`config.mk`:
```
export PLATFORM = sky130hd
export DESIGN_NAME = ysyx_25040101_srcb_stage
export DESIGN_NICKNAME = d
export VERILOG_FILES = /design/src/rtl/ysyx_25040101_srcb_stage_pkg.sv /design/src/rtl/ysyx_25040101_srcb_stage_byp_resolve.sv /design/src/rtl/ysyx_25040101_srcb_stage.sv
export SDC_FILE = /design/constraint.sdc
export NUM_CORES = 1
export LEC_CHECK = 0
export ABC_AREA = 1
export CORE_ASPECT_RATIO = 0.75
export CORE_UTILIZATION = 33
export DETAILED_ROUTE_END_ITERATION = 10
export PLACE_DENSITY = 0.89
export SETUP_SLACK_MARGIN = 0.5
export SLEW_MARGIN = 25
export SYNTH_ARGS = -nofsm -noshare
export SYNTH_HDL_FRONTEND = slang
export SYNTH_SLANG_ARGS = --single-unit
```
`constraint.sdc`:
```
create_clock -name clock -period 1.6 [get_ports clock]
set_input_delay 0.32 -clock clock [delete_from_list [all_inputs] [get_ports clock]]
set_output_delay 0.32 -clock clock [all_outputs]
set_load 0.005 [all_outputs]
```
`src/rtl/ysyx_25040101_srcb_stage_pkg.sv`:
```
// Shared encodings for the ALU operand-B source select and the hard-wired zero register.
package ysyx_25040101_srcb_stage_pkg;

  typedef enum logic [1:0] {
    SRCB_RS2 = 2'd0,
    SRCB_IMM = 2'd1,
    SRCB_INC = 2'd2,
    SRCB_PC  = 2'd3
  } srcb_sel_e;

  localparam int unsigned ZERO_REG = 0;

endpackage

```
`src/rtl/ysyx_25040101_srcb_stage_byp_resolve.sv`:
```
// Forwarding resolver: finds the lowest-index bypass channel writing rs2 and reports
// whether that producer's data is still outstanding.
module ysyx_25040101_byp_resolve
  import ysyx_25040101_srcb_stage_pkg::*;
#(
  parameter int unsigned NR_BYP = 2,
  parameter int unsigned AW     = 5,
  parameter int unsigned XLEN   = 32
) (
  input  logic [AW-1:0]          rs2_addr_i,
  input  logic [NR_BYP-1:0]      byp_valid_i,
  input  logic [NR_BYP-1:0]      byp_pending_i,
  input  logic [NR_BYP*AW-1:0]   byp_addr_i,
  input  logic [XLEN*NR_BYP-1:0] byp_data_i,
  output logic                   hit_c_o,
  output logic                   pending_c_o,
  output logic [XLEN-1:0]        data_c_o
);

  // Walk from the oldest channel to the youngest so the lowest matching index wins.
  always_comb begin
    hit_c_o     = 1'b0;
    pending_c_o = 1'b0;
    data_c_o    = '0;
    for (int unsigned i = 0; i < NR_BYP; i++) begin
      if (byp_valid_i[NR_BYP-1-i] &&
          byp_addr_i[(NR_BYP-1-i)*AW +: AW] == rs2_addr_i &&
          rs2_addr_i != AW'(ZERO_REG)) begin
        hit_c_o     = 1'b1;
        pending_c_o = byp_pending_i[NR_BYP-1-i];
        data_c_o    = byp_data_i[(NR_BYP-1-i)*XLEN +: XLEN];
      end
    end
  end

endmodule

```
`src/rtl/ysyx_25040101_srcb_stage.sv`:
```
// ALU operand-B stage: source select with register forwarding, load-use stall and a
// single-entry valid/ready output slot feeding execute.
module ysyx_25040101_srcb_stage
  import ysyx_25040101_srcb_stage_pkg::*;
#(
  parameter int unsigned XLEN   = 32,
  parameter int unsigned NR_BYP = 2,
  parameter int unsigned INC    = 4,
  parameter int unsigned AW     = 5
) (
  input  logic                   clock,
  input  logic                   reset,
  input  logic                   flush_i,
  input  logic                   in_valid_i,
  output logic                   in_ready_o,
  input  logic [1:0]             sel_i,
  input  logic [AW-1:0]          rs2_addr_i,
  input  logic [XLEN-1:0]        rs2_data_i,
  input  logic [XLEN-1:0]        imm_i,
  input  logic [XLEN-1:0]        pc_i,
  input  logic [NR_BYP-1:0]      byp_valid_i,
  input  logic [NR_BYP-1:0]      byp_pending_i,
  input  logic [NR_BYP*AW-1:0]   byp_addr_i,
  input  logic [XLEN*NR_BYP-1:0] byp_data_i,
  output logic                   out_valid_o,
  input  logic                   out_ready_i,
  output logic [XLEN-1:0]        srcb_data_o,
  output logic                   fwd_hit_o
);

  if (XLEN < 32) begin : g_inc_chk
    if ((INC >> XLEN) != 0) begin : g_inc_err
      $error("INC does not fit in XLEN");
    end
  end

  logic            byp_hit_c;
  logic            byp_pending_c;
  logic [XLEN-1:0] byp_data_c;

  ysyx_25040101_byp_resolve #(
    .NR_BYP (NR_BYP),
    .AW     (AW),
    .XLEN   (XLEN)
  ) u_byp_resolve (
    .rs2_addr_i    (rs2_addr_i),
    .byp_valid_i   (byp_valid_i),
    .byp_pending_i (byp_pending_i),
    .byp_addr_i    (byp_addr_i),
    .byp_data_i    (byp_data_i),
    .hit_c_o       (byp_hit_c),
    .pending_c_o   (byp_pending_c),
    .data_c_o      (byp_data_c)
  );

  logic            valid_q, valid_d;
  logic [XLEN-1:0] data_q, data_d;
  logic            hit_q, hit_d;
  logic            is_rs2_c;
  logic            stall_c;
  logic            accept_c;
  logic [XLEN-1:0] operand_c;

  // Operand mux; bypass only participates for register sources.
  always_comb begin
    is_rs2_c  = (srcb_sel_e'(sel_i) == SRCB_RS2);
    operand_c = rs2_data_i;
    case (srcb_sel_e'(sel_i))
      SRCB_RS2: operand_c = byp_hit_c ? byp_data_c : rs2_data_i;
      SRCB_IMM: operand_c = imm_i;
      SRCB_INC: operand_c = XLEN'(INC);
      SRCB_PC:  operand_c = pc_i;
      default:  operand_c = rs2_data_i;
    endcase
  end

  // Handshake and slot next-state; flush wins over load and hold.
  always_comb begin
    stall_c    = is_rs2_c && byp_hit_c && byp_pending_c;
    in_ready_o = !reset && !stall_c && (!valid_q || out_ready_i);
    accept_c   = in_valid_i && in_ready_o && !flush_i;
    valid_d    = valid_q;
    data_d     = data_q;
    hit_d      = hit_q;
    if (flush_i) begin
      valid_d = 1'b0;
    end else if (accept_c) begin
      valid_d = 1'b1;
      data_d  = operand_c;
      hit_d   = is_rs2_c && byp_hit_c;
    end else if (out_ready_i) begin
      valid_d = 1'b0;
    end
  end

  always_ff @(posedge clock) begin
    if (reset) begin
      valid_q <= 1'b0;
      data_q  <= '0;
      hit_q   <= 1'b0;
    end else begin
      valid_q <= valid_d;
      data_q  <= data_d;
      hit_q   <= hit_d;
    end
  end

  assign out_valid_o = valid_q;
  assign srcb_data_o = data_q;
  assign fwd_hit_o   = hit_q;

endmodule

```
==> results of run 1 <==
-- cells in the final DEF (no fill, tap or decap), types with 2 or more instances in the layout --
cell | netlist | routed
nand2_1 | 272 | 228
clkdlybuf4s50_1 | 0 | 167
nand3_1 | 129 | 127
inv_1 | 117 | 112
nor2_1 | 81 | 69
buf_2 | 6 | 44
nand2_2 | 0 | 40
buf_4 | 1 | 27
dfxtp_2 | 0 | 23
buf_6 | 3 | 16
dfxtp_1 | 34 | 11
nor2_2 | 2 | 10
buf_12 | 0 | 8
inv_2 | 3 | 7
buf_16 | 0 | 7
clkbuf_16 | 0 | 6
nor2_4 | 1 | 5
nand2_4 | 0 | 4
a21boi_1 | 0 | 2
nand3_4 | 0 | 2
a21oi_1 | 2 | 2
dlygate4sd2_1 | 0 | 2
-- flip-flops by register name (all words and copies together), names as in the netlist --
name and flops:
fwd_hit_o 1, out_valid_o 1, srcb_data_o 32
-- how the worst max path moves through the flow --
stage | cells past startpoint | end | slack (ns)
after global placement | 11 | in_ready_o | -0.98
after CTS | 20 | srcb_data_o[17] | -0.32
after global routing | 13 | srcb_data_o[28] | -0.45
after detailed placement | 11 | in_ready_o | -0.96
after floorplan | 14 | srcb_data_o[10] | 0.06
final | 18 | srcb_data_o[17] | -0.38
-- kinds of logic after synthesis --
kind of cell | after synthesis | synth area share, %
and+or+nand+nor | 486 | 59.8
buffers and inverters | 160 | 18.9
DFF | 34 | 20.3
AOI/OAI and AO/OA | 5 | 0.934
-- metrics by stage --
stage	std cells	utilization [%]	hold slack, ns	total power, mW	setup TNS (ns)
2_1_floorplan	685	-	0.392	1.38	0
3_5_place_dp	1023	59.5	0.498	2.08	-31.02
6_report	1059	65.7	0.509	3.12	-10.23
4_1_cts	1056	64.5	0.509	3.10	-8.46
3_3_place_gp	1023	59.5	0.497	2.07	-30.54
5_1_grt	1059	65.7	0.537	3.30	-13.81
-- tightest hold or removal path, stage by stage, from the launching register on --
cell and delay, ns:
dfxtp_2 0.31, inv_1 0.04, nand2_1 0.04, nand2_1 0.05, nor2_1 0.03
-- layout make-up --
| type | count | share of cell area (%) |
|---|---|---|
| Clock buffer | 6 | 2.16 |
| Inverter | 121 | 7.27 |
| Multi-Input combinational cell | 491 | 34.9 |
| Sequential cell | 34 | 11.0 |
| Tap cell | 132 | 2.57 |
| Timing Repair Buffer | 275 | 42.1 |
-- power breakdown --
part	switching (mW)	internal (mW)
Sequential	0.0242	0.898
Clock	0.338	0.601
Combinational	0.540	0.719
-- layer usage --
layer / track usage [%] / share of wire, %
met4: 6.29 / 1.6
met2: 51.1 / 49
met5: 0 / 0
met3: 5.10 / 7.9
met1: 32.6 / 42
-- what timing repair did --
item,in CTS,in global routing
endpoints found under the setup margin,69,38
setup buffers,20,2
cloned,7,1
pin swaps,28,13
resized for setup,282,33
==> flow_summary_export.csv, run 1 <==
group,metric,value,unit
status,status,"finished with violations",
status,violations,"setup timing",
timing,rsz0062_at_grt,"true",
timing,fmax,506,MHz
place,gp_congestion,0.847,
timing,worst_slack,-0.378,ns
clock_network,cts_buffers,5,
synthesis,syn_avg_cell_area,4.89,µm²
routing,drtIter0Drc,272,
synthesis,yosys_warnings,0,
critical_path,r2r_end,"srcb_data_o[17]",
critical_path,cp.required,1.80,ns
cells_and_area,syn2layout_area_growth,91.7,%
synthesis,synthTopCellsByArea,"nand2_1 30%, dfxtp_1 20%, nand3_1 19%, inv_1 13%, nor2_1 9.1%",
critical_path,cpMostUsedCell,"buf_6",
cells_and_area,drive_above_1_share,22.0,%
cells_and_area,multi_input_area,2240,µm²
floorplan,die_h,89.3,µm
synthesis,yosysTopAreaCell,"nand2_1",
floorplan,initial_core_util,34.3,%
routing,wire_per_inst,13.9,µm
cells_and_area,seqCellArea,709,µm²
timing,max-slew-margin-rel,73.6,%
clock_network,numClockSinks,34,
synthesis,yosysMostFrequentCell,"nand2_1",
routing,viasPerCell,4.67,
grt,grt_usage,27.2,%
critical_path,critPathCaptureType,"flip-flop",
timing,hold_viol_final,0,
timing,tightest_slew,0.396,ns
routing,wl,14.7,mm
routing,drc_errors,0,
pwr,p_leak,3.46,nW
timing,period_share,124,%
grt,grt_max_degree,41,
floorplan,rows,31,
critical_path,path_delay_family,"simple AND/OR/NAND/NOR gates",
critical_path,max_stage_delay,0.15,ns
routing,via_count,4946,
critical_path,worst-path-buf-inv,7,
floorplan,dieArea,10600,µm²
hold_path,hold_start,"srcb_data_o[11]",
hold_path,min_to,"srcb_data_o[11]",
floorplan,fp.coreArea,9770,µm²
synthesis,synth_top_cell_area_share,30.5,%
synthesis,syn_inst,685,
routing,drtAntennaViolNets,0,
grt,grt.overflow.total,0,
clock_network,cts_max_level,2,
clock_network,cts_buffer_depth,2,
timing,final_max_slew_viol_count,0,
synthesis,ys.flop_type,"dfxtp_1",
cells_and_area,fill_cells,892,
grt,antenna_found_initial,0,
synthesis,netlist_area,3350,µm²
critical_path,worstPathArrival,2.18,ns
clock_network,postCtsHoldBufs,0,
synthesis,synth_edf_count,0,
timing,clock-skew-final,0.00437,ns
clock_network,ctsRootBufferMaster,"clkbuf_16",
pwr,power_density,486,nW/µm²
critical_path,path_cells,"buf_2, nor2_2, nand3_2, nand2_2, nor2_4, nor2_4, nor2_2, buf_4, buf_6, nand2_4, nand3_4, buf_6, buf_8, buf_6, buf_16, nand2_2, nand2_1, nor2_1",
run,drv_cap,0,
critical_path,crit_slowest_cell,"buf_6",
critical_path,worst-r2r-setup-slack,-0.01,ns
synthesis,netlist_top_cells_count,"272 x nand2_1, 129 x nand3_1, 117 x inv_1, 81 x nor2_1, 34 x dfxtp_1",
place,placedInstanceArea,5820,µm²
floorplan,die_w,118,µm
critical_path,cp-start-kind,"input port",
synthesis,synth_cell_types,18,
floorplan,io_pins,221,
clock_network,cts_tree,"done",
cells_and_area,num-nets-final,1114,
critical_path,r2r-start,"out_valid_o",
critical_path,crit_start,"rs2_addr_i[1]",
grt,first_global_vias,4583,
synthesis,ys_ff_latch,34,
critical_path,worstSetupPathType,"in2reg",
critical_path,ff2ff_path_depth,9,
clock_network,clk_pin_slew,0.05,ns
grt,grt_first_pass_wirelength,22.3,mm
critical_path,worstPathMaxFanout,5,
timing,period_needed,1.98,ns
clock_network,insertion_delay,0.27,ns
cells_and_area,antenna_cells,0,
pwr,irDropWorstVdd,0.385,mV
cells_and_area,stdcell_area,6420,µm²
place,place_ws,-0.962,ns
synthesis,ys_seq_area_share,20.3,%
routing,dr.pass1.iters,5,
hold_path,whs_path_depth,4,
synthesis,async_flop_share,0,%
place,portBuffers,220,
timing,final-setup-viol-count,35,
hold_path,hp-class,"reg2reg",
place,dp_hpwl,10.0,mm
synthesis,synth_fp_nets,871,
(Power assumes the default switching activity.)
==> run 2, diff against run 1 <==
--- a/config.mk
+++ b/config.mk
@@ -11,7 +11,9 @@
 export DETAILED_ROUTE_END_ITERATION = 10
 export PLACE_DENSITY = 0.89
 export SETUP_SLACK_MARGIN = 0.5
+export SKIP_LAST_GASP = 1
 export SLEW_MARGIN = 25
 export SYNTH_ARGS = -nofsm -noshare
 export SYNTH_HDL_FRONTEND = slang
 export SYNTH_SLANG_ARGS = --single-unit
+export TNS_END_PERCENT = 30
==> flow_summary_export.csv, run 2 (same netlist as run 1, synthesis figures left out) <==
group,metric,value,unit
status,status,"finished with violations",
status,violations,"setup timing",
timing,period_share,111,%
cells_and_area,num-nets-final,1099,
floorplan,fp.coreArea,9770,µm²
pwr,p_switching,0.948,mW
clock_network,cts_tree,"done",
floorplan,die_w,118,µm
pwr,p_comb_share,39.7,%
grt,first_global_vias,4352,
hold_path,hp-class,"reg2reg",
pwr,clockPowerShare,31.5,%
routing,dr.pass1.iters,5,
critical_path,cp.required,1.77,ns
clock_network,cts_max_level,2,
grt,grt_first_pass_wirelength,20.8,mm
floorplan,io_pins,221,
critical_path,path_delay_family,"simple AND/OR/NAND/NOR gates",
floorplan,rows,31,
place,gp_congestion,0.870,
place,dpl.cell_count,1023,
critical_path,worst-path-buf-inv,4,
timing,clock-skew-final,0.00636,ns
routing,wire_per_inst,14.0,µm
place,dp_hpwl,9.90,mm
clock_network,cts_buffers,5,
cells_and_area,syn2layout_area_growth,91.7,%
critical_path,path_cells,"buf_2, inv_2, nand2_1, nand2_1, nor2_2, nand2_2, nor2_4, nor2_4, nor2_4, buf_6, nand2_8, nand3_4, clkbuf_16, nand2_1, nand2_1, nor2_1",
timing,worst_slack,-0.173,ns
timing,final-setup-viol-count,35,
floorplan,initial_core_util,34.3,%
cells_and_area,multi_input_area,2310,µm²
pwr,power_density,495,nW/µm²
cells_and_area,layout_common_cells,"239 x nand2_1, 200 x clkdlybuf4s50_1, 124 x nand3_1",
pwr,irDropWorstVdd,0.357,mV
pwr,finalPower,3.18,mW
timing,period_needed,1.77,ns
clock_network,insertion_delay,0.28,ns
timing,rsz0062_at_grt,"true",
clock_network,cts_buffer_depth,2,
routing,viasPerCell,4.71,
pwr,pwr-share-seq,28.7,%
critical_path,cp-start-kind,"input port",
pwr,switching_share,29.9,%
cells_and_area,final_common_cell,"nand2_1",
cells_and_area,largest_reg_flops,32,
cells_and_area,seqCellArea,681,µm²
cells_and_area,stdcell_count,1046,
cells_and_area,drive_above_1_share,14.9,%
timing,final_max_slew_viol_count,0,
floorplan,die_h,89.3,µm
timing,max-slew-margin-rel,71.9,%
routing,wl,14.6,mm
floorplan,dieArea,10600,µm²
routing,drtAntennaViolNets,0,
timing,tightest_slew,0.422,ns
clock_network,ctsRootBufferMaster,"clkbuf_16",
timing,hold_viol_final,0,
timing,fmax,564,MHz
grt,antenna_found_initial,0,
timing,tns,-4.01,ns
clock_network,clk_pin_slew,0.06,ns
routing,drc_errors,0,
grt,grt_usage,25.1,%
cells_and_area,fill_cells,871,
critical_path,critPathCaptureType,"flip-flop",
place,portBuffers,220,
critical_path,worstPathArrival,1.94,ns
critical_path,crit_slowest_cell,"clkbuf_16",
critical_path,worstSetupPathType,"in2reg",
pwr,p_leak,3.28,nW
grt,grt.overflow.total,0,
routing,via_count,4927,
run,drv_cap,0,
critical_path,cpMostUsedCell,"nand2_1",
critical_path,max_stage_delay,0.20,ns
clock_network,numClockSinks,34,
routing,drtIter0Drc,304,
cells_and_area,antenna_cells,0,
critical_path,worstPathMaxFanout,8,
pwr,internal_power,2.23,mW
grt,grt_max_degree,35,
[run 2: routing by layer]
metal  GRT usage [%]  part of all wire [%]  vias to the layer above
met3            6.63                   9.0                       16
met1            28.2                    41                     2194
li1                -                     -                     2495
met2            47.1                    48                      222
met5               0                     0                        -
met4            7.93                   1.8                        0
[run 2: power by group through the flow]
stage / clock, mW / combinational, mW / sequential [mW]
finish: 1.00 / 1.26 / 0.913
global route: 1.07 / 1.38 / 0.918
CTS: 1.02 / 1.15 / 0.913
detailed placement: 0 / 1.14 / 0.931
global placement: 0 / 1.12 / 0.928
floorplan: 0 / 0.444 / 0.935
[run 2: final cells by class]
type	instances	share of cell area, %
clock buffer	6	2.16
timing repair buffer	259	41.2
inverter	121	7.27
multi-input combinational	492	36.0
clock inverter	2	0.195
tap	132	2.57
sequential	34	10.6
[run 2: worst paths after layout]
path / from / to / slack (ns) / cells past startpoint
max: rs2_addr_i[3] / srcb_data_o[26] / -0.17 / 16
min: srcb_data_o[11] / srcb_data_o[11] / 0.51 / 4
max reg2reg: out_valid_o / srcb_data_o[26] / 0.18 / 6
min reg2reg: srcb_data_o[11] / srcb_data_o[11] / 0.51 / 4
[run 2: repair_timing]
| action | 4_1_cts | 5_1_grt |
|---|---|---|
| setup endpoints to repair | 69 | 69 |
| buffers inserted | 2 | 2 |
| gates cloned | 1 | 10 |
| hold buffers | 0 | 0 |
| gates resized for setup | 83 | 75 |
| pin swaps | 18 | 25 |
[run 2: metrics by stage]
stage	area [µm²]	hold WS, ns	utilization (%)	worst slack, ns
4_1_cts	6020	0.513	61.6	-0.0867
3_3_place_gp	5800	0.497	59.4	-0.891
5_1_grt	6420	0.548	65.7	-0.265
2_1_floorplan	3380	0.392	-	0.0627
6_report	6420	0.513	65.7	-0.173
3_5_place_dp	5800	0.501	59.4	-0.886
[run 2: worst reg2reg max path, cell delays in order (launching register included)]
cell	delay, ns
dfxtp_1	0.34
a21oi_4	0.27
nand3_4	0.27
clkbuf_16	0.25
nand2_1	0.06
nand2_1	0.06
nor2_1	0.11
